File: config.mk
export PLATFORM = sky130hd
export DESIGN_NAME = demux_nto2n_stream
export DESIGN_NICKNAME = d
export VERILOG_FILES = /design/src/rtl/demux_nto2n_stream.sv
export SDC_FILE = /design/constraint.sdc
export NUM_CORES = 1
export LEC_CHECK = 0
export CORE_UTILIZATION = 53
export CTS_BUF_LIST = sky130_fd_sc_hd__clkbuf_8 sky130_fd_sc_hd__clkbuf_16
export CTS_CLUSTER_SIZE = 25
export DETAILED_ROUTE_END_ITERATION = 12
export MAX_ROUTING_LAYER = met4
export PLACE_DENSITY = 0.81
export SKIP_LAST_GASP = 1
export SLEW_MARGIN = 30
export SYNTH_ARGS = -nofsm -noshare
export SYNTH_HDL_FRONTEND = slang
export SYNTH_SLANG_ARGS = --single-unit
File: constraint.sdc
create_clock -name clk -period 2.7 [get_ports clk]
set_clock_uncertainty 0.1 [all_clocks]
set_input_delay 0.54 -clock clk [delete_from_list [all_inputs] [get_ports clk]]
set_output_delay 0.54 -clock clk [all_outputs]
set_load 0.1 [all_outputs]
File: src/rtl/demux_nto2n_stream.sv
// demux_nto2n_stream
//   Streaming 1-to-2 demultiplexer. One N-bit word per cycle is accepted on a
//   valid/ready input and steered by S (sampled with the word) into one of two
//   2-entry FIFOs. Each FIFO drives its own valid/ready output channel. A
//   stalled consumer therefore only blocks words addressed to its own output.
//
// Ports
//   clk, rst            rising-edge clock, synchronous active-high reset
//   I, S, I_valid       input word, destination select (0 -> O0, 1 -> O1), valid
//   I_ready             FIFO[S] not full (held low during reset)
//   O0/O1, Ok_valid     head-of-FIFO data and presence per output
//   O0_ready/O1_ready   consumer accepts head word
//   count0/count1       words delivered per output, modulo 2^CW
//   busy                at least one output FIFO holds a word
module demux_nto2n_stream #(
  parameter int unsigned N  = 32,
  parameter int unsigned CW = 16
) (
  input  logic          clk,
  input  logic          rst,
  input  logic [N-1:0]  I,
  input  logic          S,
  input  logic          I_valid,
  output logic          I_ready,
  output logic [N-1:0]  O0,
  output logic          O0_valid,
  input  logic          O0_ready,
  output logic [N-1:0]  O1,
  output logic          O1_valid,
  input  logic          O1_ready,
  output logic [CW-1:0] count0,
  output logic [CW-1:0] count1,
  output logic          busy
);

  logic [1:0]    out_ready;
  logic [1:0]    full;
  logic [1:0]    push;
  logic [1:0]    pop;
  logic [1:0]    head_valid;
  logic [N-1:0]  head [2];
  logic [CW-1:0] cnt  [2];

  assign out_ready = {O1_ready, O0_ready};

  // Only the addressed FIFO gates acceptance; a full FIFO refuses input even
  // if it is being popped on the same edge.
  assign I_ready = !rst && !full[S];
  assign push    = (I_valid && I_ready) ? {S, !S} : 2'b00;
  assign pop     = head_valid & out_ready;

  for (genvar k = 0; k < 2; k++) begin : g_fifo
    logic [N-1:0]  mem [2];
    logic          wptr;
    logic          rptr;
    logic [1:0]    occ;
    logic [CW-1:0] dcnt;

    always_ff @(posedge clk) begin
      if (rst) begin
        // Storage is cleared too so discarded words can never resurface on Ok.
        mem[0] <= '0;
        mem[1] <= '0;
        wptr   <= 1'b0;
        rptr   <= 1'b0;
        occ    <= '0;
        dcnt   <= '0;
      end else begin
        if (push[k]) begin
          mem[wptr] <= I;
          wptr      <= ~wptr;
        end
        if (pop[k]) begin
          rptr <= ~rptr;
          dcnt <= dcnt + 1'b1;
        end
        if (push[k] && !pop[k]) begin
          occ <= occ + 2'd1;
        end else if (!push[k] && pop[k]) begin
          occ <= occ - 2'd1;
        end
      end
    end

    assign head[k]       = mem[rptr];
    assign head_valid[k] = (occ != 2'd0);
    assign full[k]       = (occ == 2'd2);
    assign cnt[k]        = dcnt;
  end

  assign O0       = head[0];
  assign O1       = head[1];
  assign O0_valid = head_valid[0];
  assign O1_valid = head_valid[1];
  assign count0   = cnt[0];
  assign count1   = cnt[1];
  assign busy     = head_valid[0] | head_valid[1];

endmodule

==> flow_summary.toml <==
[setup_path]
setup.worst_path.class = "flip-flop to output port"
crit_slowest_cell = "mux2_2"
critical-path-max-stage-delay_ns = 0.44
cp_cell_sequence = "buf_4 > mux2_2 > buf_12"
crit_path_start_kind = "flip-flop"
crit_path_max_fanout = 32
cp.required_ns = 2.06
critPathArrivalTime_ns = 1.79
cp-end-kind = "output port"

[floorplan]
start_util_pct = 54.4
pin_count = 138
die_h_um = 121
die-area_um2 = 14700
core-area_um2 = 13900
rows = 43
die_w_um = 121

[synthesis]
synth_flop_cell = "edfxtp_1"
synthesis.nets = 611
ys_types = 50
synth_edf_count = 128
async_flop_share_pct = 0
yosys_warnings = 0
synth_area_um2 = 7550
syn_area_per_cell_um2 = 13.3
ys_seq_area_share_pct = 62.0
synth_cells = 569
ys_ff_latch = 170

[timing]
setup_tns_ns = 0
relSlewSlack_pct = 46.6
period_minus_slack_ns = 2.43
finalSetupViolations = 0
timing.final.ws_setup_ns = 0.272
timing.fmax_mhz = 412
tightest_slew_ns = 0.801
slew_violations = 0
timing.final.crit_share_pct = 89.9
hold_violations = 0
rsz0062_at_grt = "false"

[detailed_routing]
viasPerCell = 5.66
drc = 0
first_pass_iters = 5
vias = 5097
drtIter0Drc = 454
wl_per_cell_um = 18.7
ant_nets = 0
finalWirelength_um = 16900

[clock_network]
cts_buffers = 17
htree_levels = 4
cts-root-buf = "clkbuf_16"
hold_buffers = 0
cts_setup_buffers = 0
cts.sinks = 170
clk_path_buf_depth = 2
clkTransAtPathRegs_ns = 0.07
cts_tree = "yes"
clock_latency_ns = 0.42
cts_resized = 0

[power]
max-vdd-ir-drop_uv = 1710
power.density_nw_per_um2 = 987
p_clk_share_pct = 22.9
p_leak_nw = 4.21
p_seq_share_pct = 31.2
power.internal_w = 0.00590
combPwrFrac_pct = 45.9
power.switching_w = 0.00424
p_sw_share_pct = 41.8

[cells_and_area]
final_common_cell = "edfxtp_1"
area.growth.synth_to_final_pct = 36.0
layout_common_cells = "128 x edfxtp_1, 67 x buf_12, 66 x and2_1"
design_area_um2 = 10300
nNetsFinal = 749
drive_above_1_share_pct = 35.0

[placed_design]
portBuffers = 137
pre_cts_ws_ns = 0.114
hpwlAfterDp_um = 10900
routabilityCongestion = 0.789
placed_cell_area_um2 = 9700

[global_route]
grt_first_pass_wirelength_um = 26600
antenna_found_initial = 1
grt_pass1_vias = 5176
grt_overflow = 0
grt_usage_pct = 24.9
grt_max_degree = 36

[hold_path]
hp-class = "input port to flip-flop"

[outcome]
run_status = "finished, final reports clean"

[job]
drv_cap = 0
## synthesized netlist by cell type, types with 2 or more instances
master	instances	area share [%]
and3_2	17	1.7
and4_1	3	0.35
and3_1	50	4.1
xor2_1	12	1.4
or3_1	6	0.50
ha_1	4	0.66
mux2_1	2	0.30
nor4_1	3	0.25
nor4_4	3	0.84
dfxtp_1	42	11
mux2_2	64	9.5
or2_2	5	0.41
inv_1	5	0.25
a21o_1	2	0.20
clkbuf_2	8	0.53
nand4b_1	2	0.23
buf_1	6	0.30
nor2b_1	2	0.17
nand3_1	7	0.46
and2_1	66	5.5
edfxtp_1	128	51
nand2b_1	3	0.25
a21oi_1	12	0.80
nor2_1	35	1.7
clkbuf_1	14	0.70
buf_2	3	0.20
and2b_4	2	0.27
xnor2_1	15	1.7
nand3_2	2	0.27
buf_6	2	0.30
o21ai_0	9	0.60
nor3_1	4	0.27
nand2_1	14	0.70
## logic make-up after synthesis
| group | synth area share, % |
|---|---|
| compound gates | 2.68 |
| buf+inv | 2.37 |
| flops | 62.0 |
| fa+ha+maj | 0.663 |
| xor+xnor | 3.13 |
| mux | 10.2 |
| simple gates | 19.0 |
## critical path, delay by kind of cell (launching register included)
kind,cells,cell delay (ns)
buf+inv,2,0.60
mux,1,0.44
flops,1,0.31
## metrics by stage
step | total power, W | util, % | hold slack [ns] | cells
4_1_cts | 0.0102 | 74.0 | 0.281 | 900
5_1_grt | 0.0104 | 74.0 | 0.289 | 901
6_report | 0.0101 | 74.0 | 0.297 | 901
3_5_place_dp | 0.00787 | 69.9 | 0.397 | 868
3_3_place_gp | 0.00781 | 69.9 | 0.369 | 868
2_1_floorplan | 0.00629 | - | 0.372 | 569
## layout make-up
class                   count  area [µm²]
diodes                      1        2.50
repair buffers            153        2070
multi-input cells         360        2690
well taps                 180         225
clock inverters            12        82.6
flip-flops and latches    170        4690
fillers                   856        3610
clock buffers              20         489
inverters                   5        18.8
## sequential cells by signal (all words and copies together) (netlist names), named ones only
register     flops
count0          16
count1          16
g_fifo.occ       4
g_fifo.wptr      2
g_fifo.rptr      2
g_fifo.mem     128
## metal layers
| metal | vias to the layer above | track usage, % | wire [µm] | share of wire, % |
|---|---|---|---|---|
| li1 | 2332 | - | - | - |
| met1 | 2513 | 28.9 | 6450 | 38 |
| met2 | 219 | 41.1 | 8810 | 52 |
| met3 | 33 | 6.30 | 1200 | 7.1 |
| met4 | 0 | 10.6 | 415 | 2.5 |
| met5 | - | - | 0 | 0 |
## worst paths after layout
| check | startpoint | end | slack [ns] | cells past startpoint |
|---|---|---|---|---|
| max | flip-flop | O0[17] | 0.27 | 3 |
| min | rst | g_fifo[1].wptr | 0.30 | 2 |
| max reg2reg | g_fifo[1].occ[0] | g_fifo[1].occ[1] | 0.49 | 6 |
| min reg2reg | g_fifo[0].rptr | g_fifo[0].rptr | 0.41 | 2 |
## power by group through the flow
stage | clock [W] | combinational, W | sequential [W]
2_1_floorplan | 0 | 0.00302 | 0.00327
3_3_place_gp | 0 | 0.00462 | 0.00319
3_5_place_dp | 0 | 0.00465 | 0.00322
4_1_cts | 0.00234 | 0.00467 | 0.00317
5_1_grt | 0.00246 | 0.00479 | 0.00319
6_report | 0.00232 | 0.00465 | 0.00317
(Power assumes the default switching activity.)
